$ cat src/rtl/updown_mod_counter.sv
// rtl/updown_mod_counter.sv - up/down modulo counter with wrap or saturate, terminal count and boundary flags
module updown_mod_counter #(
  parameter int unsigned     WIDTH    = 8,
  parameter longint unsigned MODULUS  = 256,
  parameter bit              SATURATE = 1'b0
) (
  input  logic             clk,
  input  logic             rst,
  input  logic             clr,
  input  logic             load,
  input  logic [WIDTH-1:0] load_val,
  input  logic             en,
  input  logic             up,
  output logic [WIDTH-1:0] cnt,
  output logic             tc,
  output logic             bnd,
  output logic             ovf
);

  // MODULUS may equal 2^WIDTH, so the top value is formed in 64 bits before narrowing.
  localparam logic [WIDTH-1:0] MAX_VAL = WIDTH'(MODULUS - 64'd1);
  localparam logic [WIDTH-1:0] ONE     = WIDTH'(1);

  logic             at_top;
  logic             at_bot;
  logic             boundary;
  logic [WIDTH-1:0] cnt_nxt;

  assign at_top   = (cnt == MAX_VAL);
  assign at_bot   = (cnt == '0);
  assign tc       = up ? at_top : at_bot;
  assign boundary = en && !clr && !load && (up ? at_top : at_bot);

  // Next count: clr beats load beats en; boundary steps wrap or hold instead of overflowing.
  always_comb begin
    cnt_nxt = cnt;
    if (clr) begin
      cnt_nxt = '0;
    end else if (load) begin
      cnt_nxt = (load_val > MAX_VAL) ? MAX_VAL : load_val;
    end else if (en) begin
      if (boundary) begin
        if (SATURATE) cnt_nxt = cnt;
        else          cnt_nxt = up ? '0 : MAX_VAL;
      end else begin
        cnt_nxt = up ? (cnt + ONE) : (cnt - ONE);
      end
    end
  end

  // Count, one-cycle boundary pulse and sticky boundary flag; async active-low reset.
  always_ff @(posedge clk or negedge rst) begin
    if (!rst) begin
      cnt <= '0;
      bnd <= 1'b0;
      ovf <= 1'b0;
    end else begin
      cnt <= cnt_nxt;
      bnd <= boundary;
      if (clr)           ovf <= 1'b0;
      else if (boundary) ovf <= 1'b1;
    end
  end

endmodule

$ cat config.mk
export PLATFORM = sky130hd
export DESIGN_NAME = updown_mod_counter
export DESIGN_NICKNAME = d
export VERILOG_FILES = /design/src/rtl/updown_mod_counter.sv
export SDC_FILE = /design/constraint.sdc
export NUM_CORES = 1
export LEC_CHECK = 0
export ABC_CLOCK_PERIOD_IN_PS = 1950
export CAP_MARGIN = 0
export CORE_ASPECT_RATIO = 1.1
export CORE_UTILIZATION = 47
export CTS_CLUSTER_DIAMETER = 150
export CTS_CLUSTER_SIZE = 28
export DETAILED_ROUTE_END_ITERATION = 10
export GPL_ROUTABILITY_DRIVEN = 0
export GPL_TIMING_DRIVEN = 0
export PLACE_DENSITY = 0.83
export SLEW_MARGIN = 20
export SYNTH_ARGS = -nofsm -noshare
export SYNTH_HDL_FRONTEND = slang
export SYNTH_SLANG_ARGS = --single-unit
$ cat constraint.sdc
create_clock -name clk -period 1.95 [get_ports clk]
set_clock_uncertainty 0.05 [all_clocks]
set_input_delay 0.39 -clock clk [delete_from_list [all_inputs] [get_ports clk]]
set_output_delay 0.39 -clock clk [all_outputs]
set_load 0.005 [all_outputs]
==> impl_summary.log <==
INFO  metric run_status = finished with violations
INFO  metric failed_checks = DRC
INFO  metric slowest_delay = 440 ps
INFO  metric finalHoldWorstSlack = 269 ps
INFO  metric first_pass_iters = 7
INFO  metric placed_area = 1150 µm²
INFO  metric setup_ws = 39.0 ps
INFO  metric fillers = 142
INFO  metric die-area = 2080 µm²
INFO  metric drt-initial-drc-count = 47
INFO  metric wire_length_on_met1 = 1.03 mm
INFO  metric cp.required = 2040 ps
INFO  metric clk-insertion-delay-late = 270 ps
INFO  metric num_vias = 981
INFO  metric vdd_ir_drop_max = 0.504 mV
INFO  metric most-common-layout-cells = sky130_fd_sc_hd__clkdlybuf4s50_1 (19), sky130_fd_sc_hd__nand2_1 (9), sky130_fd_sc_hd__nor2_1 (7), sky130_fd_sc_hd__a21oi_1 (7), sky130_fd_sc_hd__dfrtp_2 (7)
INFO  metric routed_via_density = 6.21
INFO  metric grt_first_pass_wirelength = 3.77 mm
INFO  metric dpl_worst_slack = -865 ps
INFO  metric timing_worst_slew_pin_value = 493 ps
INFO  metric synthesis.nets = 129
INFO  metric met2WireLength = 1.40 mm
INFO  metric cts.reportedPaths.clkPinSlew = 60 ps
INFO  metric worst_hold_path_type = in2reg
INFO  metric io_pins = 25
INFO  metric cts.htree.levels = 1
INFO  metric fin_crit_sh = 0.980
INFO  metric cellLeakagePower = 0.000588 µW
INFO  metric timing.final.hold_violations = 0
INFO  metric final.min_clock_period = 1910 ps
INFO  metric count_of_inserted_antenna_diode_cells = 0
INFO  metric mappedNetlistArea = 893 µm²
INFO  metric final_area = 1280 µm²
INFO  metric layout.nets = 163
INFO  metric grt_pass1_vias = 867
INFO  metric syn_inst_count = 108
INFO  metric portBuffers = 23
INFO  metric timing_max_transition_violations_final = 0
INFO  metric cts_made_buffers = 3
INFO  metric critical-path-top-delay-family = simple AND/OR/NAND/NOR gates
INFO  metric ys.warnings.count = 0
INFO  metric final_common_cell = sky130_fd_sc_hd__clkdlybuf4s50_1
INFO  metric worst-path-max-fanout = 6
INFO  metric totalNegativeSetupSlack = 0 ps
INFO  metric tritoncts = built
INFO  metric grt_antenna_before_repair = 0
INFO  metric crit_path_cell_trace = dlygate4sd2_1, nor3b_1, nand4_1, nand3b_1, a21oi_1, nor4_1
INFO  metric die_y = 47.7 µm
INFO  metric ys_seq_area_frac = 0.280
INFO  metric gr-total-overflow = 0
INFO  metric detail_route.wirelength = 2.60 mm
INFO  metric startpoint_type = input port
INFO  metric grt_start_max_net_pins = 11
INFO  metric cell_pwr_density = 555 nW/µm²
INFO  metric timing.setup.critical_path_class = in2reg
INFO  metric dominantRegCellSynth = sky130_fd_sc_hd__dfrtp_1
INFO  metric num_rows = 16
INFO  metric grt_usage = 0.254
INFO  metric endpoint_kind = flip-flop
INFO  metric critical_path.slowest_cell = sky130_fd_sc_hd__nor3b_1
INFO  metric timing.max_slew.rel_slack = 0.670
INFO  metric unrepaired_setup_endpoints_after_global_routing = no
INFO  metric dr_wl_met3 = 134 µm
INFO  metric clock-root-buffer = sky130_fd_sc_hd__clkbuf_4
INFO  metric fraction_of_layout_cells_with_a_size_suffix_above_1 = 0.286
INFO  metric hpwl = 1.76 mm
INFO  metric drtAntennaViolNets = 0
INFO  metric clock_path_buffers = 2
INFO  metric wl_per_cell = 16.5 µm
INFO  metric synthDistinctLibCells = 38
INFO  metric max_freq = 0.523 GHz
INFO  metric timing.critical_path.buf_inv = 1
INFO  metric maxCapViolCount = 0
INFO  metric highest-signal-layer = met4
INFO  metric synth-async-reset-ratio = 1.00
INFO  metric cts.sink_count = 10
INFO  metric synth_enable_flop_cells = 0
INFO  metric finalPower = 714 µW
INFO  metric postCtsHoldBufs = 0
INFO  metric floorplan.initialDensity = 0.501
INFO  metric postSynthRegisterBits = 10
INFO  metric core_area = 1780 µm²
INFO  metric worst-endpoint-arrival = 2000 ps
INFO  metric detail_route.drc_violations = 2
INFO  metric final-setup-viol-count = 0
INFO  metric synthToLayoutAreaGrowth = 43.8%
INFO  metric syn_avg_cell_area = 8.27 µm²
INFO  metric die_w = 43.6 µm
[kinds of logic (layout without fill, tap and decap cells)]
| family | count (synthesis) | count (layout) | share of synthesized area |
|---|---|---|---|
| adder cells (fa/ha/maj) | 7 | 7 | 0.106 |
| XOR/XNOR | 5 | 5 | 0.0490 |
| buffers and inverters | 9 | 41 | 0.0560 |
| AND/OR/NAND/NOR | 50 | 50 | 0.308 |
| AO/OA/AOI/OAI | 27 | 27 | 0.200 |
| flip-flops | 10 | 10 | 0.280 |
[final cells by class]
type	count	area (µm²)	area share
flip-flops and latches	10	259	0.202
well taps	18	22.5	0.0175
multi-input cells	89	666	0.518
repair buffers	29	263	0.204
inverters	6	25.0	0.0195
clock buffers	3	22.5	0.0175
plain buffers	3	27.5	0.0214
[report_power, final]
group          internal, µW  switching [µW]
Sequential              228            33.0
Clock                  71.1            66.6
Combinational           168             148
[worst reg2reg max path: stages, from the launching register on]
cell and delay (ps):
sky130_fd_sc_hd__dfrtp_2 460, sky130_fd_sc_hd__ha_4 250, sky130_fd_sc_hd__a21o_1 150, sky130_fd_sc_hd__a21oi_1 180
sky130_fd_sc_hd__a21oi_1 130, sky130_fd_sc_hd__o21a_1 200, sky130_fd_sc_hd__o31a_1 270, sky130_fd_sc_hd__o22ai_1 110
[synth_stat cells (3+ instances only)]
| master | n | area share |
|---|---|---|
| sky130_fd_sc_hd__dfrtp_1 | 10 | 0.28 |
| sky130_fd_sc_hd__nand2_1 | 9 | 0.038 |
| sky130_fd_sc_hd__a21oi_1 | 8 | 0.045 |
| sky130_fd_sc_hd__nor3_1 | 8 | 0.045 |
| sky130_fd_sc_hd__nor2_1 | 7 | 0.029 |
| sky130_fd_sc_hd__ha_1 | 6 | 0.084 |
| sky130_fd_sc_hd__inv_1 | 6 | 0.025 |
| sky130_fd_sc_hd__nand3_1 | 4 | 0.022 |
| sky130_fd_sc_hd__nand2b_1 | 3 | 0.021 |
| sky130_fd_sc_hd__nand4_1 | 3 | 0.021 |
| sky130_fd_sc_hd__nor2b_1 | 3 | 0.021 |
| sky130_fd_sc_hd__nor3b_1 | 3 | 0.025 |
| sky130_fd_sc_hd__o21ai_0 | 3 | 0.017 |
| sky130_fd_sc_hd__xor2_1 | 3 | 0.029 |
[per-layer routing]
layer / vias up / GRT usage
met4: 0 / 0.0938
met1: 480 / 0.295
met2: 38 / 0.454
li1: 456 / -
met5: - / 0
met3: 7 / 0.0717
[through the flow]
step,instances,utilization
after floorplan,108,-
after global placement,149,0.643
after detailed placement,149,0.643
after CTS,156,0.701
after global routing,158,0.721
final,158,0.721
[final timing paths]
kind                            endpoint  slack, ps   start  cells after the start
worst max-delay path              cnt[5]         40    load                      6
worst min-delay path              cnt[0]        270     clr                      2
worst max register to register    cnt[7]         70  cnt[3]                      7
worst min register to register       ovf        510     ovf                      2
max in group asynchronous         cnt[7]       1080     rst                      1
min in group asynchronous            bnd        400     rst                      1
[sequential cells by signal (all words and copies together), names as in the netlist]
signal	count
cnt	8
bnd	1
ovf	1
[timing repair]
item | 4_1_cts | 5_1_grt
cloned | 0 | 0
setup endpoints to repair | 8 | 6
gates resized for setup | 21 | 11
hold endpoints to repair | 0 | 0
pin swaps | 2 | 5
setup buffers | 4 | 2
(Power assumes the default switching activity.)
